[config.mk]
export PLATFORM = sky130hd
export DESIGN_NAME = div_unit_slot_flat
export DESIGN_NICKNAME = d
export VERILOG_FILES = /design/src/rtl/div_unit_slot_if.sv /design/src/rtl/div_unit_slot.sv /design/src/flat_wrapper.sv
export SDC_FILE = /design/constraint.sdc
export NUM_CORES = 1
export LEC_CHECK = 0
export BUFFER_PORTS_ARGS = -buffer_cell sky130_fd_sc_hd__buf_4
export CAP_MARGIN = 10
export CORE_AREA = 5 5 173 175
export CTS_CLUSTER_DIAMETER = 150
export CTS_CLUSTER_SIZE = 16
export DETAILED_ROUTE_END_ITERATION = 6
export DIE_AREA = 0 0 178 180
export GPL_TIMING_DRIVEN = 1
export HOLD_SLACK_MARGIN = 0.12
export PLACE_DENSITY = 0.58
export SLEW_MARGIN = 5
export SYNTH_ARGS = -nofsm -noshare
export SYNTH_HDL_FRONTEND = slang
export SYNTH_SLANG_ARGS = --single-unit
[constraint.sdc]
create_clock -name clk -period 3.35 [get_ports clk]
set_input_delay 0 -clock clk [delete_from_list [all_inputs] [get_ports clk]]
set_output_delay 0 -clock clk [all_outputs]
set_load 0.005 [all_outputs]
[src/rtl/div_unit_slot_if.sv]
// Handshake and data bundle between a MulDiv issue lane and its divider slot.
// The master side (issue/execute) drives the flush/stall qualifiers, the
// acquire/request/release handshake and the operands. The slave side (the
// divider) returns the one-hot slot status, the result and the reservation
// owner.
interface div_unit_slot_if #(
    parameter int DATA_WIDTH     = 32,
    parameter int AL_INDEX_WIDTH = 6
);
    logic                      flush;
    logic                      stall;
    logic                      divAcquire;
    logic [AL_INDEX_WIDTH-1:0] acquireActiveListPtr;
    logic                      divReq;
    logic [DATA_WIDTH-1:0]     dataInA;
    logic [DATA_WIDTH-1:0]     dataInB;
    logic [1:0]                divCode;
    logic                      divRelease;
    logic                      divFree;
    logic                      divReserved;
    logic                      divBusy;
    logic                      divFinished;
    logic [DATA_WIDTH-1:0]     divDataOut;
    logic [AL_INDEX_WIDTH-1:0] reservedActiveListPtr;

    modport master (
        output flush, stall, divAcquire, acquireActiveListPtr, divReq,
               dataInA, dataInB, divCode, divRelease,
        input  divFree, divReserved, divBusy, divFinished, divDataOut,
               reservedActiveListPtr
    );

    modport slave (
        input  flush, stall, divAcquire, acquireActiveListPtr, divReq,
               dataInA, dataInB, divCode, divRelease,
        output divFree, divReserved, divBusy, divFinished, divDataOut,
               reservedActiveListPtr
    );
endinterface

[src/rtl/div_unit_slot.sv]
// Iterative restoring radix-2 divider slot for one MulDiv issue lane.
// Ports:
//   clk  - clock
//   rst  - synchronous active-high reset
//   bus  - div_unit_slot_if.slave: flush/stall, acquire/req/release handshake,
//          operands and divCode (0=DIV 1=DIVU 2=REM 3=REMU) in; one-hot
//          status, result and reservation owner out.
//
// state        | meaning
// S_FREE       | slot idle, may be acquired
// S_RESERVED   | owned by an issued op, waiting for divReq
// S_PROCESSING | iterating (or one cycle for divide-by-zero / overflow)
// S_FINISHED   | result valid on divDataOut until released
module div_unit_slot #(
    parameter int DATA_WIDTH     = 32,
    parameter int AL_INDEX_WIDTH = 6
) (
    input  logic           clk,
    input  logic           rst,
    div_unit_slot_if.slave bus
);
    localparam int CW = $clog2(DATA_WIDTH) + 1;
    localparam logic [DATA_WIDTH-1:0] MIN_NEG = {1'b1, {(DATA_WIDTH-1){1'b0}}};

    typedef enum logic [1:0] {S_FREE, S_RESERVED, S_PROCESSING, S_FINISHED} state_t;

    state_t                    r_state;
    state_t                    w_next;
    logic [AL_INDEX_WIDTH-1:0] r_ptr;
    logic [1:0]                r_code;
    logic                      r_qneg;
    logic                      r_rneg;
    logic                      r_special;
    logic [CW-1:0]             r_iter;
    logic [DATA_WIDTH:0]       r_rem;
    logic [DATA_WIDTH-1:0]     r_quo;
    logic [DATA_WIDTH-1:0]     r_div;
    logic [DATA_WIDTH-1:0]     r_result;

    logic                      w_accept_acq;
    logic                      w_start;
    logic                      w_last;
    logic                      w_signed;
    logic                      w_neg_a;
    logic                      w_neg_b;
    logic [DATA_WIDTH-1:0]     w_mag_a;
    logic [DATA_WIDTH-1:0]     w_mag_b;
    logic                      w_div_zero;
    logic                      w_ovf;
    logic [DATA_WIDTH-1:0]     w_special_res;
    logic [DATA_WIDTH+1:0]     w_sub;
    logic                      w_ge;
    logic [DATA_WIDTH-1:0]     w_q_fix;
    logic [DATA_WIDTH-1:0]     w_r_fix;

    assign w_accept_acq = (r_state == S_FREE) && bus.divAcquire && !bus.flush;
    assign w_start      = (r_state == S_RESERVED) && bus.divReq && !bus.stall && !bus.flush;
    assign w_last       = r_special || (r_iter == CW'(DATA_WIDTH));

    // Operand conditioning at the RESERVED->PROCESSING transition.
    assign w_signed   = !bus.divCode[0];
    assign w_neg_a    = w_signed && bus.dataInA[DATA_WIDTH-1];
    assign w_neg_b    = w_signed && bus.dataInB[DATA_WIDTH-1];
    assign w_mag_a    = w_neg_a ? (DATA_WIDTH'(0) - bus.dataInA) : bus.dataInA;
    assign w_mag_b    = w_neg_b ? (DATA_WIDTH'(0) - bus.dataInB) : bus.dataInB;
    assign w_div_zero = (bus.dataInB == '0);
    assign w_ovf      = w_signed && (bus.dataInA == MIN_NEG) && (bus.dataInB == '1);

    always_comb begin
        w_special_res = '0;
        if (w_div_zero) begin
            w_special_res = bus.divCode[1] ? bus.dataInA : '1;
        end else begin
            w_special_res = bus.divCode[1] ? '0 : bus.dataInA;
        end
    end

    // One restoring step on {partial remainder, next dividend bit}. The
    // (DATA_WIDTH+2)-bit difference cannot overflow because the shifted value
    // is always below twice the divisor, so its MSB is a clean borrow flag.
    assign w_sub = {r_rem, r_quo[DATA_WIDTH-1]} - (DATA_WIDTH+2)'(r_div);
    assign w_ge  = !w_sub[DATA_WIDTH+1];

    assign w_q_fix = r_qneg ? (DATA_WIDTH'(0) - r_quo) : r_quo;
    assign w_r_fix = r_rneg ? (DATA_WIDTH'(0) - r_rem[DATA_WIDTH-1:0]) : r_rem[DATA_WIDTH-1:0];

    always_ff @(posedge clk) begin
        if (rst) begin
            r_state <= S_FREE;
        end else begin
            r_state <= w_next;
        end
    end

    always_comb begin
        w_next = r_state;
        case (r_state)
            S_FREE:       if (bus.divAcquire) w_next = S_RESERVED;
            S_RESERVED:   if (bus.divReq && !bus.stall) w_next = S_PROCESSING;
            S_PROCESSING: if (w_last) w_next = S_FINISHED;
            S_FINISHED:   if (bus.divRelease) w_next = S_FREE;
            default:      w_next = S_FREE;
        endcase
        if (bus.flush) begin
            w_next = S_FREE;
        end
    end

    always_comb begin
        bus.divFree     = 1'b0;
        bus.divReserved = 1'b0;
        bus.divBusy     = 1'b0;
        bus.divFinished = 1'b0;
        case (r_state)
            S_FREE:       bus.divFree     = 1'b1;
            S_RESERVED:   bus.divReserved = 1'b1;
            S_PROCESSING: bus.divBusy     = 1'b1;
            S_FINISHED:   bus.divFinished = 1'b1;
            default:      bus.divFree     = 1'b1;
        endcase
    end

    assign bus.divDataOut            = r_result;
    assign bus.reservedActiveListPtr = r_ptr;

    always_ff @(posedge clk) begin
        if (rst) begin
            r_ptr     <= '0;
            r_code    <= '0;
            r_qneg    <= 1'b0;
            r_rneg    <= 1'b0;
            r_special <= 1'b0;
            r_iter    <= '0;
            r_rem     <= '0;
            r_quo     <= '0;
            r_div     <= '0;
            r_result  <= '0;
        end else begin
            if (w_accept_acq) begin
                r_ptr <= bus.acquireActiveListPtr;
            end
            if (w_start) begin
                r_code    <= bus.divCode;
                r_qneg    <= w_neg_a ^ w_neg_b;
                r_rneg    <= w_neg_a;
                r_special <= w_div_zero || w_ovf;
                r_iter    <= '0;
                r_rem     <= '0;
                r_quo     <= w_mag_a;
                r_div     <= w_mag_b;
                if (w_div_zero || w_ovf) begin
                    r_result <= w_special_res;
                end
            end else if ((r_state == S_PROCESSING) && !bus.flush && !r_special) begin
                if (r_iter != CW'(DATA_WIDTH)) begin
                    r_rem  <= w_ge ? w_sub[DATA_WIDTH:0] : {r_rem[DATA_WIDTH-1:0], r_quo[DATA_WIDTH-1]};
                    r_quo  <= {r_quo[DATA_WIDTH-2:0], w_ge};
                    r_iter <= r_iter + CW'(1);
                end else begin
                    // Fixup cycle: sign correction and quotient/remainder select.
                    r_result <= r_code[1] ? w_r_fix : w_q_fix;
                end
            end
        end
    end

    // Protocol misuse is tolerated (the input is ignored) but reported.
    a_acq_not_free: assert property (@(posedge clk) disable iff (rst)
        !(bus.divAcquire && (r_state != S_FREE)))
        else $warning("divAcquire ignored: slot not free");
    a_req_not_reserved: assert property (@(posedge clk) disable iff (rst)
        !(bus.divReq && (r_state != S_RESERVED)))
        else $warning("divReq ignored: slot not reserved");
    a_rel_not_finished: assert property (@(posedge clk) disable iff (rst)
        !(bus.divRelease && (r_state != S_FINISHED)))
        else $warning("divRelease ignored: slot not finished");
endmodule

[src/flat_wrapper.sv]
// flat-port wrapper written by rule: the top's interface ports become plain ports
module div_unit_slot_flat 
#(
    parameter int DATA_WIDTH     = 32,
    parameter int AL_INDEX_WIDTH = 6
)
  (clk, rst, bus_flush, bus_stall, bus_divAcquire, bus_acquireActiveListPtr, bus_divReq, bus_dataInA, bus_dataInB, bus_divCode, bus_divRelease, bus_divFree, bus_divReserved, bus_divBusy, bus_divFinished, bus_divDataOut, bus_reservedActiveListPtr);
  div_unit_slot_if #(.DATA_WIDTH(DATA_WIDTH), .AL_INDEX_WIDTH(AL_INDEX_WIDTH)) bus_i ();
  input  logic clk;
  input  logic rst;
  input wire logic [$bits(bus_i.flush)-1:0] bus_flush;
  input wire logic [$bits(bus_i.stall)-1:0] bus_stall;
  input wire logic [$bits(bus_i.divAcquire)-1:0] bus_divAcquire;
  input wire logic [$bits(bus_i.acquireActiveListPtr)-1:0] bus_acquireActiveListPtr;
  input wire logic [$bits(bus_i.divReq)-1:0] bus_divReq;
  input wire logic [$bits(bus_i.dataInA)-1:0] bus_dataInA;
  input wire logic [$bits(bus_i.dataInB)-1:0] bus_dataInB;
  input wire logic [$bits(bus_i.divCode)-1:0] bus_divCode;
  input wire logic [$bits(bus_i.divRelease)-1:0] bus_divRelease;
  output wire logic [$bits(bus_i.divFree)-1:0] bus_divFree;
  output wire logic [$bits(bus_i.divReserved)-1:0] bus_divReserved;
  output wire logic [$bits(bus_i.divBusy)-1:0] bus_divBusy;
  output wire logic [$bits(bus_i.divFinished)-1:0] bus_divFinished;
  output wire logic [$bits(bus_i.divDataOut)-1:0] bus_divDataOut;
  output wire logic [$bits(bus_i.reservedActiveListPtr)-1:0] bus_reservedActiveListPtr;
  assign bus_i.flush = bus_flush;
  assign bus_i.stall = bus_stall;
  assign bus_i.divAcquire = bus_divAcquire;
  assign bus_i.acquireActiveListPtr = bus_acquireActiveListPtr;
  assign bus_i.divReq = bus_divReq;
  assign bus_i.dataInA = bus_dataInA;
  assign bus_i.dataInB = bus_dataInB;
  assign bus_i.divCode = bus_divCode;
  assign bus_i.divRelease = bus_divRelease;
  assign bus_divFree = bus_i.divFree;
  assign bus_divReserved = bus_i.divReserved;
  assign bus_divBusy = bus_i.divBusy;
  assign bus_divFinished = bus_i.divFinished;
  assign bus_divDataOut = bus_i.divDataOut;
  assign bus_reservedActiveListPtr = bus_i.reservedActiveListPtr;
  div_unit_slot #(.DATA_WIDTH(DATA_WIDTH), .AL_INDEX_WIDTH(AL_INDEX_WIDTH)) u_core (.clk(clk), .rst(rst), .bus(bus_i));
endmodule
==> After elaboration in Yosys (flattened, before gate mapping) <==
Index checks and enable logic that the tools add are counted.
{ "totals": {"reg_bits": 148, "elab_cells": 85} }
{ "op_classes": {"addsub": 6, "n_eq_ne": 13, "mux": 25, "bitwise": 1, "reduce_logical": 29} }
{ "op_table": {"columns": ["operator", "n"], "rows": [
  ["32-bit 2-to-1 mux", 15],
  ["1-bit by 32-bit subtractor with 32-bit output (first input constant)", 4],
  ["32-bit == test (second input constant)", 2],
  ["34-bit by 32-bit subtractor with 34-bit output", 1],
  ["33-bit 2-to-1 mux", 1],
  ["32-bit zero test", 1],
  ["1-bit logical AND", 12],
  ["2-bit 2-to-1 mux", 4],
  ["2-bit inequality test (second input constant)", 4],
  ["2-bit case mux with 4 select lines", 1],
  ["6-bit by 1-bit adder with 6-bit output (second input constant)", 1],
  ["6-bit == test (second input constant)", 1],
  ["6-bit inequality test (second input constant)", 1],
  ["1-bit zero test", 5],
  ["2-bit == test (second input constant)", 2],
  ["1-bit 2-to-1 mux", 4],
  ["2-bit by 1-bit inequality test with 1-bit output (second input constant)", 2],
  ["2-bit AND reduction", 2],
  ["4-bit AND reduction", 1],
  ["2-bit nonzero test", 2],
  ["2-bit OR reduction", 2],
  ["3-bit AND reduction", 1],
  ["2-bit by 1-bit == test with 1-bit output (second input constant)", 1],
  ["2-bit zero test", 1],
  ["other kinds (2)", 3]
]} }

==> Depth between registers and ports, before layout <==
Gate-level depths: netlist of the first run.
{ "logic_depth": {"depth_word": 6, "mapped_depth": 13} }

==> Worst setup path before layout of the first run <==
Ideal clock, no wire load.
{ "synth_path": {"kind": "register -> register", "start": "register u_core.r_rem[5]", "end": "register u_core.r_rem[3]", "arrival_ns": 2.761, "slack_ns": 0.456, "path_stages_with_launch": 13, "path_buffers": 2, "path_cell_list": "dfxtp_1 -> ha_1 -> clkbuf_1 -> a21o_1 -> a221o_1 -> nor2_1 -> a21oi_1 -> a41oi_1 -> xor2_1 -> clkbuf_1 -> nor2_1 -> a21oi_1 -> a21oi_1"} }
{ "synth_between": {"elab_chain_len": 2} }
{ "synth_lines": {"columns": ["item", "line_no", "text"], "rows": [
  ["from (decl)", "div_unit_slot.sv:35", "logic [DATA_WIDTH:0] r_rem;"],
  ["from (signal assigned)", "div_unit_slot.sv:156", "r_rem <= w_ge ? w_sub[DATA_WIDTH:0] : {r_rem[DATA_WIDTH-1:0], r_quo[DATA_WIDTH-1]};"],
  ["34-bit by 32-bit subtractor with 34-bit output", "div_unit_slot.sv:81", "assign w_sub = {r_rem, r_quo[DATA_WIDTH-1]} - (DATA_WIDTH+2)'(r_div);"],
  ["33-bit 2-to-1 mux", "div_unit_slot.sv:156", null]
]} }
No other way between the ends.
A chain may end at the register's enable or synchronous reset.

==> Worst setup path after layout of the first run <==
{ "layout_path": {"start": "register u_core.r_quo[31]", "end": "register u_core.r_rem[26]"} }
{ "layout_between": {"elab_chain_len": 2} }
{ "layout_lines": {"columns": ["item", "line_no", "text"], "rows": [
  ["from (decl)", "div_unit_slot.sv:36", "logic [DATA_WIDTH-1:0] r_quo;"],
  ["from (signal assigned)", "div_unit_slot.sv:149", "r_quo <= w_mag_a;"],
  ["from (signal assigned)", "div_unit_slot.sv:157", "r_quo <= {r_quo[DATA_WIDTH-2:0], w_ge};"],
  ["34-bit by 32-bit subtractor with 34-bit output", "div_unit_slot.sv:81", null],
  ["33-bit 2-to-1 mux", "div_unit_slot.sv:156", null]
]} }
No other way between the ends.

==> metrics.md, run 1 <==
| Metric | Value |
|---|---|
| Most frequent cells in the layout | `nor2_1 (190), buf_4 (186), nand2_1 (148)` |
| Final min period | `3.14 ns` |
| Slew @ Worst Pin | `0.948 ns` |
| Headroom to the max-slew limit | `36.8%` |
| H-tree lvl count | `4` |
| Initial DRC Count | `884` |
| Die height | `180 µm` |
| Setup Fix Bufs, Post-CTS | `0` |
| First-pass GRT wire length | `61000 µm` |
| Layout cell share with drive strength beyond 1 | `14.3%` |
| Starting Density | `39.2%` |
| Clock skew | `0.0108 ns` |
| Setup violators final | `0` |
| Total core area | `28300 µm²` |
| PD cells | `368 nW/µm²` |
| Clock Tree Root | `clkbuf_16` |
| Max Slew Vio Count | `0` |
| CTS tree | `built` |
| DP Wirelength | `29200 µm` |
| Asr flop ratio synth | `0%` |
| Syn Nets | `1645` |
| Fmax | `318 MHz` |
| Warnings, synthesis | `0` |
| Total of fill cells in the finished design | `2782` |
| Num rows | `62` |
| Antenna-violating nets left | `0` |
| FF+latch count, synth | `147` |
| Post-synth cell types | `70` |
| Router iterations before antenna repair | `5` |
| VDD IR max | `361 µV` |
| CTS Buf Count | `17` |
| Post-synth top area cell | `dfxtp_1` |
| Die Wd | `178 µm` |
| Crit. End Element | `flop` |
| Routed wire length | `38800 µm` |
| Unrepaired setup endpoints after global routing | `no` |
| Fin. Hold Viols | `0` |
| Worst hold path class | `input port to flop` |
| Mapped cell area | `11100 µm²` |
| Routed WL per cell | `18.4 µm` |
| Yosys top cell area share | `26.5%` |
| DRC Markers | `0` |
| Num Clock Sinks | `147` |
| Antenna cell count | `0` |
| Pin count of the biggest net entering global routing | `61` |
| Ys flop type | `dfxtp_1` |
| CP startpoint | `u_core.r_quo[31]` |
| Most common cell after layout, fill and taps aside | `nor2_1` |
| Number of flops mapped to enable cells by yosys | `0` |
| Setup Crit Path Kind | `flop to flop` |
| Clk_lat worst skew | `0.44 ns` |
| Overflow after GRT | `0` |
| Leakage | `5.59 nW` |
| GP Congestion | `0.913` |
| Initial antenna violation count | `0` |
| Post-synthesis cell count | `1522` |
| WP data arrival | `3.50 ns` |
| Area Growth Syn to Fin | `28.7%` |
| Vias in the first global route | `11121` |
| Via count | `11854` |
| Crit share post-route | `93.8%` |
| Boundary Pins | `121` |
| Final core utilization | `50.5%` |
| Setup tns final | `0 ns` |
| Seq/Total Area, Yosys | `26.5%` |
| Clock-pin slew on the worst setup and hold paths | `0.07 ns` |
| Startpoint types | `flop` |
| Maximum fanout along the worst path | `3` |
| Dominant cells by area after synthesis | `dfxtp_1 (26%), nor2_1 (6.6%), a21oi_1 (6.4%), xor2_1 (6.3%), xnor2_1 (5.4%)` |
| Input/output buffers | `120` |
| DIE AREA | `32000 µm²` |
| CTS Buffer Depth | `2` |
| Tot GR Track Use | `23.6%` |
| R2R Path Start | `u_core.r_quo[31]` |
| Vias per cell | `5.60` |
| Status | `finished clean` |
| CP required | `3.70 ns` |
| Layout Nets | `1841` |
| Mean Syn Cell Area | `7.30 µm²` |
| MaxCap Viol Count | `0` |
| HP Start | `bus_dataInB[6]` |
kinds of logic (layout without fill, tap and decap cells):
group / count (synthesis) / count (layout) / synth area share, %
flops: 147 / 147 / 26.5
xor+xnor: 149 / 149 / 11.7
mux: 11 / 11 / 0.991
fa+ha+maj: 61 / 61 / 6.55
simple gates: 525 / 525 / 21.7
buf+inv: 165 / 374 / 5.70
compound gates: 464 / 464 / 26.9
sequential cells by signal (all words and copies together), names as in the netlist:
signal / flops
u_core.r_state: 2
u_core.r_code: 1
u_core.r_rneg: 1
u_core.r_special: 1
u_core.bus.reservedActiveListPtr: 6
u_core.r_qneg: 1
u_core.r_quo: 32
u_core.r_div: 32
u_core.bus.divDataOut: 32
u_core.r_rem: 33
u_core.r_iter: 6
repair_timing:
action                                  CTS  global route
hold buffers                             95             0
endpoints found under the hold margin    87             0
gates resized for setup                   0             7
endpoints found under the setup margin    0            18
worst paths after layout:
check                          end  slack [ns]  cells after the start
hold / removal     u_core.r_div[7]        0.13                      4
hold reg to reg   u_core.r_div[31]        0.46                      2
setup / recovery  u_core.r_rem[26]        0.21                     13
setup reg to reg  u_core.r_rem[26]        0.21                     13
metal layers:
layer  track usage, %  share of wire (%)
met1             31.9                 45
met2             38.9                 47
met3             3.19                5.9
met4             7.30                2.5
met5                0                  0
where the power goes:
group | switching [mW] | total [mW] | leakage [nW] | internal, mW
Sequential | 0.0247 | 1.79 | 1.19 | 1.77
Clock | 0.885 | 2.17 | 0.324 | 1.29
Combinational | 0.723 | 1.29 | 4.08 | 0.571
Total | 1.63 | 5.26 | 5.59 | 3.63
cells in the mapped netlist, drive strengths merged (29+ instances only):
master and n:
nor2 194, nand2 148, dfxtp 147, a21oi 143, o21ai 110, clkbuf 87, xor2 80, xnor2 69
inv 59, nor3 51, a211oi 47, ha 43, a311oi 32, o31ai 29
critical path, stage by stage, from the launching register on:
cell	delay, ns
dfxtp_1	0.33
inv_1	0.05
ha_1	0.21
fa_1	0.39
nor2b_1	0.20
o2111ai_1	0.14
a2111oi_0	0.43
buf_4	0.19
nor3_1	0.08
a21oi_1	0.24
a21oi_1	0.17
nor4b_1	0.37
nor3_2	0.11
o21ai_0	0.15
cell type report:
class / count / area (µm²) / area share [%]
inverter: 59 / 221 / 1.55
clock buffer: 17 / 425 / 2.98
clock inverter: 15 / 234 / 1.64
timing repair buffer: 283 / 2380 / 16.6
multi-input combinational: 1210 / 7610 / 53.2
sequential: 147 / 2940 / 20.6
tap: 384 / 480 / 3.36
per-stage QoR:
step	cells	worst slack, ns	total power [mW]	instance area, µm²	hold slack [ns]
3_3_place_gp	1988	0.0829	3.00	12700	0.236
4_1_cts	2115	0.0375	5.28	14300	0.142
2_1_floorplan	1522	0.456	2.55	11100	0.136
3_5_place_dp	1988	0.0388	3.01	12700	0.242
6_report	2115	0.207	5.26	14300	0.125
5_1_grt	2115	0.00577	5.50	14300	0.174
No activity file was read; power rests on OpenSTA's default activity.
==> run 2, diff against run 1 <==
==> constraint.sdc (replaced) <==
create_clock -name clk -period 3.35 [get_ports clk]
set_input_delay 0.1675 -clock clk [delete_from_list [all_inputs] [get_ports clk]]
set_output_delay 0.1675 -clock clk [all_outputs]
set_load 0.005 [all_outputs]
==> metrics.md, run 2 (same netlist as run 1, synthesis figures left out) <==
| Metric | Value |
|---|---|
| CTS Buf Count | `17 (unchanged)` |
| Cell internal pwr | `3.54 mW (-2.5%)` |
| Comb pwr share | `24.3% (-0.3 points)` |
| Num rows | `62 (unchanged)` |
| DIE AREA | `32000 µm² (unchanged)` |
| H-tree lvl count | `4 (unchanged)` |
| Leakage | `5.45 nW (-2.6%)` |
| Headroom to the max-slew limit | `35.9% (-0.81 points)` |
| Clk_lat worst skew | `0.44 ns (about the same)` |
| Input/output buffers | `120 (unchanged)` |
| CTS Buffer Depth | `2 (unchanged)` |
| Crit. End Element | `flop` |
| Area after DPL | `12700 µm² (+0.63%)` |
| Vias per cell | `5.62 (+0.23%)` |
| GP Congestion | `0.930 (+1.9%)` |
| DRC Markers | `0 (unchanged)` |
| Num Clock Sinks | `147 (unchanged)` |
| Startpoint types | `input port` |
| Starting Density | `39.2% (unchanged)` |
| VDD IR max | `381 µV (+5.6%)` |
| Fin. Hold Viols | `0 (unchanged)` |
| Crit path max-delay cell type | `or4_1` |
| Crit share post-route | `96.7% (+2.9 points)` |
| Most frequent cells in the layout | `buf_4 (195), nor2_1 (190), nand2_1 (148)` |
| Unrepaired setup endpoints after global routing | `no` |
| Setup violators final | `0 (unchanged)` |
| Clock skew | `0.0130 ns (+0.00216 ns)` |
| Dpl cells | `1997 (+0.45%)` |
| Via count | `11701 (-1.3%)` |
| Buf+Inv Stages, Crit Path | `4 (+2)` |
| Tot GR Track Use | `23.3% (-0.26 points)` |
| Die height | `180 µm (unchanged)` |
| Crit-path max cell delay | `0.60 ns (+0.17 ns)` |
| Vias in the first global route | `11089 (-0.29%)` |
| MaxCap Viol Count | `0 (unchanged)` |
| NetSw | `1.65 mW (+1.3%)` |
| Boundary Pins | `121 (unchanged)` |
| Layout cell share with drive strength beyond 1 | `15.1% (+0.81 points)` |
| Most frequent CP cell | `buf_4` |
| Overflow after GRT | `0 (unchanged)` |
| Clock-pin slew on the worst setup and hold paths | `0.07 ns (about the same)` |
| Layout Nets | `1808 (-1.8%)` |
| Max Slew Vio Count | `0 (unchanged)` |
| Antenna-violating nets left | `0 (unchanged)` |
| Total core area | `28300 µm² (unchanged)` |
| Final Instance Count excl. Fillers | `2083 (-1.5%)` |
| CTS tree | `built` |
| Area Growth Syn to Fin | `25.4%` |
| Final min period | `3.24 ns (+0.0960 ns)` |
| Sw frac | `31.9% (+0.83 points)` |
| PD cells | `373 nW/µm² (+1.2%)` |
| Fmax | `309 MHz (-3.0%)` |
| Die Wd | `178 µm (unchanged)` |
| Seq pwr share | `34.6% (+0.5 points)` |
| Slew @ Worst Pin | `0.960 ns (+0.0121 ns)` |
| Design area | `13900 µm² (-2.5%)` |
| Maximum fanout along the worst path | `16 (+13)` |
| Clock Tree Root | `clkbuf_16` |
| Biggest register | `u_core.r_rem` |
| Largest register FFs | `33 (unchanged)` |
| Pin count of the biggest net entering global routing | `61 (unchanged)` |
| Most common cell after layout, fill and taps aside | `buf_4` |
| Worst hold path class | `input port to flop` |
| Setup tns final | `0 ns (unchanged)` |
| Final core utilization | `49.2% (-1.3 points)` |
| CP top delay family | `simple AND/OR/NAND/NOR gates` |
| CP required | `3.72 ns (+0.02 ns)` |
| Clock group share of total power | `41.1% (-0.2 points)` |
| WP data arrival | `3.61 ns (+0.11 ns)` |
| Routed wire length | `38400 µm (-1.1%)` |
| Router iterations before antenna repair | `5 (unchanged)` |
| Status | `finished clean` |
| CP cell instances | `dlygate4sd3_1 -> buf_4 -> or4_1 -> or3_1 -> nor3_1 -> a31o_1 -> mux2i_1 -> buf_4 -> nor2_4 -> buf_4 -> o2111ai_1 -> a21oi_1` |
| Initial DRC Count | `925 (+4.6%)` |
| First-pass GRT wire length | `60100 µm (-1.5%)` |
| Initial antenna violation count | `2 (+2)` |
| Routed WL per cell | `18.4 µm (+0.40%)` |
| Setup Crit Path Kind | `input port to flop` |
| DP Wirelength | `29000 µm (-0.64%)` |
==> run 2: cell types whose count changed in the layout (fill, tap and decap cells not counted), moves of 2 or more <==
cell	before	now
nor3_2	3	1
dlygate4sd3_1	95	51
buf_4	186	195
nor3_1	48	50
buf_12	1	3
==> run 2: path summary, 6_finish.rpt <==
| check | from | to | slack (ns) | cells after the start |
|---|---|---|---|---|
| min reg2reg | u_core.r_div[20] | u_core.r_div[20] | 0.45 | 2 |
| min | bus_dataInB[28] | u_core.r_div[28] | 0.11 | 3 |
| max | bus_dataInA[15] | u_core.bus.divDataOut[20] | 0.11 | 12 |
| max reg2reg | u_core.r_quo[31] | u_core.r_rem[26] | 0.21 | 13 |
==> run 2: tightest hold or removal path: stages <==
cell      delay (ns)
buf_4           0.10
xor2_1          0.16
a211oi_1        0.08
==> run 2: per-layer routing <==
| metal | vias to the layer above | wire [µm] | part of all wire, % | track usage [%] |
|---|---|---|---|---|
| li1 | 5813 | - | - | - |
| met1 | 5412 | 17100 | 45 | 31.0 |
| met2 | 393 | 17500 | 46 | 38.1 |
| met3 | 83 | 2420 | 6.3 | 3.66 |
| met4 | 0 | 1390 | 3.6 | 8.69 |
| met5 | - | 0 | 0 | 0 |
==> run 2: power by group through the flow <==
stage / registers [mW] / clock network (mW) / logic [mW]
floorplan: 1.83 / 0 / 0.723
global placement: 1.83 / 0 / 1.15
detailed placement: 1.83 / 0 / 1.16
CTS: 1.79 / 2.16 / 1.21
global route: 1.80 / 2.24 / 1.38
finish: 1.79 / 2.13 / 1.26
==> run 2: repair_timing <==
item | in CTS | in global routing
endpoints found under the hold margin | 52 | 0
resized for setup | 1 | 6
hold buffers | 51 | 0
cloned | 0 | 0
buffers inserted | 0 | 2
endpoints found under the setup margin | 1 | 15
==> run 2: final cells by class <==
type / instances / area (µm²)
Multi-Input combinational cell: 1210 / 7600
Sequential cell: 147 / 2940
Fill cell: 2828 / 14400
Antenna cell: 1 / 2.50
Clock inverter: 15 / 211
Timing Repair Buffer: 250 / 2050
Clock buffer: 17 / 425
Inverter: 59 / 221
Tap cell: 384 / 480
==> run 2: metrics by stage <==
step           total power [mW]  hold slack (ns)  setup slack [ns]
3_5_place_dp               2.99            0.413           0.00886
2_1_floorplan              2.55            0.303             0.456
5_1_grt                    5.41            0.133           0.00470
6_report                   5.19            0.112             0.111
4_1_cts                    5.17            0.121            0.0231
3_3_place_gp               2.98            0.402            0.0679
==> run 3, diff against run 2 <==
- clock period: 3.35 -> 3 ns (I/O delays scaled with it)
==> metrics.md, run 3 (same netlist as run 1, synthesis figures left out) <==
| Metric | Value |
|---|---|
| Status | `finished clean` |
| FF-to-FF path depth | `9 (-4)` |
| Clock skew | `0.0115 ns (-0.00141 ns)` |
| Leakage | `5.71 nW (+4.9%)` |
| Slew @ Worst Pin | `1.18 ns (+0.222 ns)` |
| Startpoint types | `input port` |
| Layout cell share with drive strength beyond 1 | `18.4% (+3.3 points)` |
| Final min period | `2.93 ns` |
| VDD IR max | `388 µV (+1.6%)` |
| Routed WL per cell | `18.2 µm (-1.3%)` |
| Layout Nets | `1856 (+2.7%)` |
| GP Congestion | `0.927 (-0.31%)` |
| DRC Markers | `0 (unchanged)` |
| Fin. Hold Viols | `0 (unchanged)` |
| DIE AREA | `32000 µm² (unchanged)` |
| Clk_lat worst skew | `0.44 ns (about the same)` |
| Most common cell after layout, fill and taps aside | `buf_4` |
| Die Wd | `178 µm (unchanged)` |
| Setup Crit Path Kind | `input port to flop` |
| Die height | `180 µm (unchanged)` |
| R2R Path Start | `u_core.r_quo[19]` |
| Worst hold path class | `input port to flop` |
| Initial DRC Count | `1000 (+8.1%)` |
| Setup violators final | `0 (unchanged)` |
| CTS Buffer Depth | `2 (unchanged)` |
| CTS Buf Count | `17 (unchanged)` |
| Clock Tree Root | `clkbuf_16` |
| Setup Fix Bufs, Post-CTS | `0 (unchanged)` |
| Area after DPL | `13100 µm² (+2.7%)` |
| Worst hold slack | `0.133 ns (+0.0205 ns)` |
| Num Clock Sinks | `147 (unchanged)` |
| HP Start | `bus_dataInB[2]` |
| Total of fill cells in the finished design | `2752 (-2.7%)` |
| Biggest register | `u_core.r_rem` |
| Unrepaired setup endpoints after global routing | `yes` |
| Starting Density | `39.2% (unchanged)` |
| Num rows | `62 (unchanged)` |
| CTS tree | `built` |
| Tot GR Track Use | `23.1% (-0.23 points)` |
| Area Growth Syn to Fin | `30.2%` |
| Antenna cell count | `0 (-1)` |
| Hold Path End | `u_core.r_div[3]` |
| First-pass GRT wire length | `59800 µm (-0.48%)` |
| DP Wirelength | `29100 µm (+0.41%)` |
| CP required | `3.29 ns (-0.43 ns)` |
| Most frequent cells in the layout | `buf_4 (228), nor2_1 (190), nand2_1 (148)` |
| Via count | `11973 (+2.3%)` |
| Vias per cell | `5.62 (about the same)` |
| Input/output buffers | `120 (unchanged)` |
| Hold Path Depth | `4 (+1)` |
| Headroom to the max-slew limit | `21.1% (-15 points)` |
| Overflow after GRT | `0 (unchanged)` |
| H-tree lvl count | `4 (unchanged)` |
| R2r setup slk | `0.09 ns (-0.12 ns)` |
| R2R Path End | `u_core.bus.divDataOut[31]` |
| Crit share post-route | `97.7%` |
| Pin count of the biggest net entering global routing | `74 (+21%)` |
| PD cells | `391 nW/µm² (+4.9%)` |
| MaxCap Viol Count | `0 (unchanged)` |
| Initial antenna violation count | `1 (-1)` |
| Maximum fanout along the worst path | `7 (-9)` |
| Largest register FFs | `33 (unchanged)` |
| Total core area | `28300 µm² (unchanged)` |
| Router iterations before antenna repair | `6 (+1)` |
| Antenna-violating nets left | `0 (unchanged)` |
| Routed wire length | `38700 µm (+0.88%)` |
| Vias in the first global route | `11219 (+1.2%)` |
| Crit. End Element | `flop` |
| Max Slew Vio Count | `0 (unchanged)` |
| Design area | `14500 µm² (+3.8%)` |
| Boundary Pins | `121 (unchanged)` |
| WP data arrival | `3.22 ns (-0.39 ns)` |
| Clock-pin slew on the worst setup and hold paths | `0.07 ns (about the same)` |
| Fmax | `341 MHz` |
run 3: worst max path at each step:
stage / to / start / cells past startpoint
floorplan: u_core.r_rem[3] / u_core.r_rem[5] / 12
global placement: u_core.bus.divDataOut[2] / bus_dataInB[8] / 12
detailed placement: u_core.bus.divDataOut[2] / bus_dataInB[8] / 12
CTS: u_core.r_rem[28] / u_core.r_quo[31] / 14
global route: u_core.r_rem[30] / u_core.r_quo[31] / 14
finish: u_core.bus.divDataOut[6] / bus_dataInA[9] / 15
run 3: per-layer routing:
metal / part of all wire, % / routed length (µm) / GRT usage (%)
met3: 6.2 / 2410 / 2.92
met1: 44 / 17100 / 31.0
met2: 46 / 17900 / 37.8
met4: 3.3 / 1270 / 8.79
met5: 0 / 0 / 0
run 3: what timing repair did:
| action | 4_1_cts | 5_1_grt |
|---|---|---|
| pin swaps | 1 | 13 |
| hold buffers | 62 | 0 |
| endpoints found under the setup margin | 2 | 63 |
| endpoints found under the hold margin | 63 | 0 |
| resized for setup | 1 | 39 |
| cloned | 0 | 1 |
run 3: worst max-delay path, stage by stage:
cell	delay, ns
dlygate4sd3_1	0.54
buf_4	0.16
or3_1	0.41
or3_4	0.38
nor3_2	0.17
buf_4	0.16
a31o_1	0.20
mux2i_1	0.11
buf_4	0.16
nor2_4	0.20
buf_12	0.14
o311ai_1	0.14
buf_4	0.17
o21ai_0	0.06
nor2_1	0.06
run 3: layout make-up:
cell class	count	area (µm²)	area share (%)
Clock inverter	15	159	1.10
Tap cell	384	480	3.32
Clock buffer	17	425	2.94
Timing Repair Buffer	298	2500	17.3
Sequential cell	147	2950	20.4
Multi-Input combinational cell	1210	7730	53.4
Inverter	59	221	1.53
run 3: where the power goes:
| group | switching [mW] | internal [mW] | leakage [nW] |
|---|---|---|---|
| Sequential | 0.0252 | 1.98 | 1.19 |
| Combinational | 0.829 | 0.675 | 4.24 |
| Clock | 1.03 | 1.12 | 0.282 |
run 3: stage by stage:
| stage | util [%] | setup TNS (ns) | setup slack [ns] | instances | power, mW |
|---|---|---|---|---|---|
| after global routing | 51.1 | -0.0489 | -0.0198 | 2130 | 5.89 |
| after floorplan | - | 0 | 0.106 | 1522 | 2.85 |
| after global placement | 46.2 | -0.705 | -0.129 | 2035 | 3.37 |
| after detailed placement | 46.2 | -1.18 | -0.156 | 2035 | 3.38 |
| final | 51.1 | 0 | 0.0701 | 2130 | 5.65 |
| after CTS | 50.5 | 0 | 0.00292 | 2129 | 5.59 |
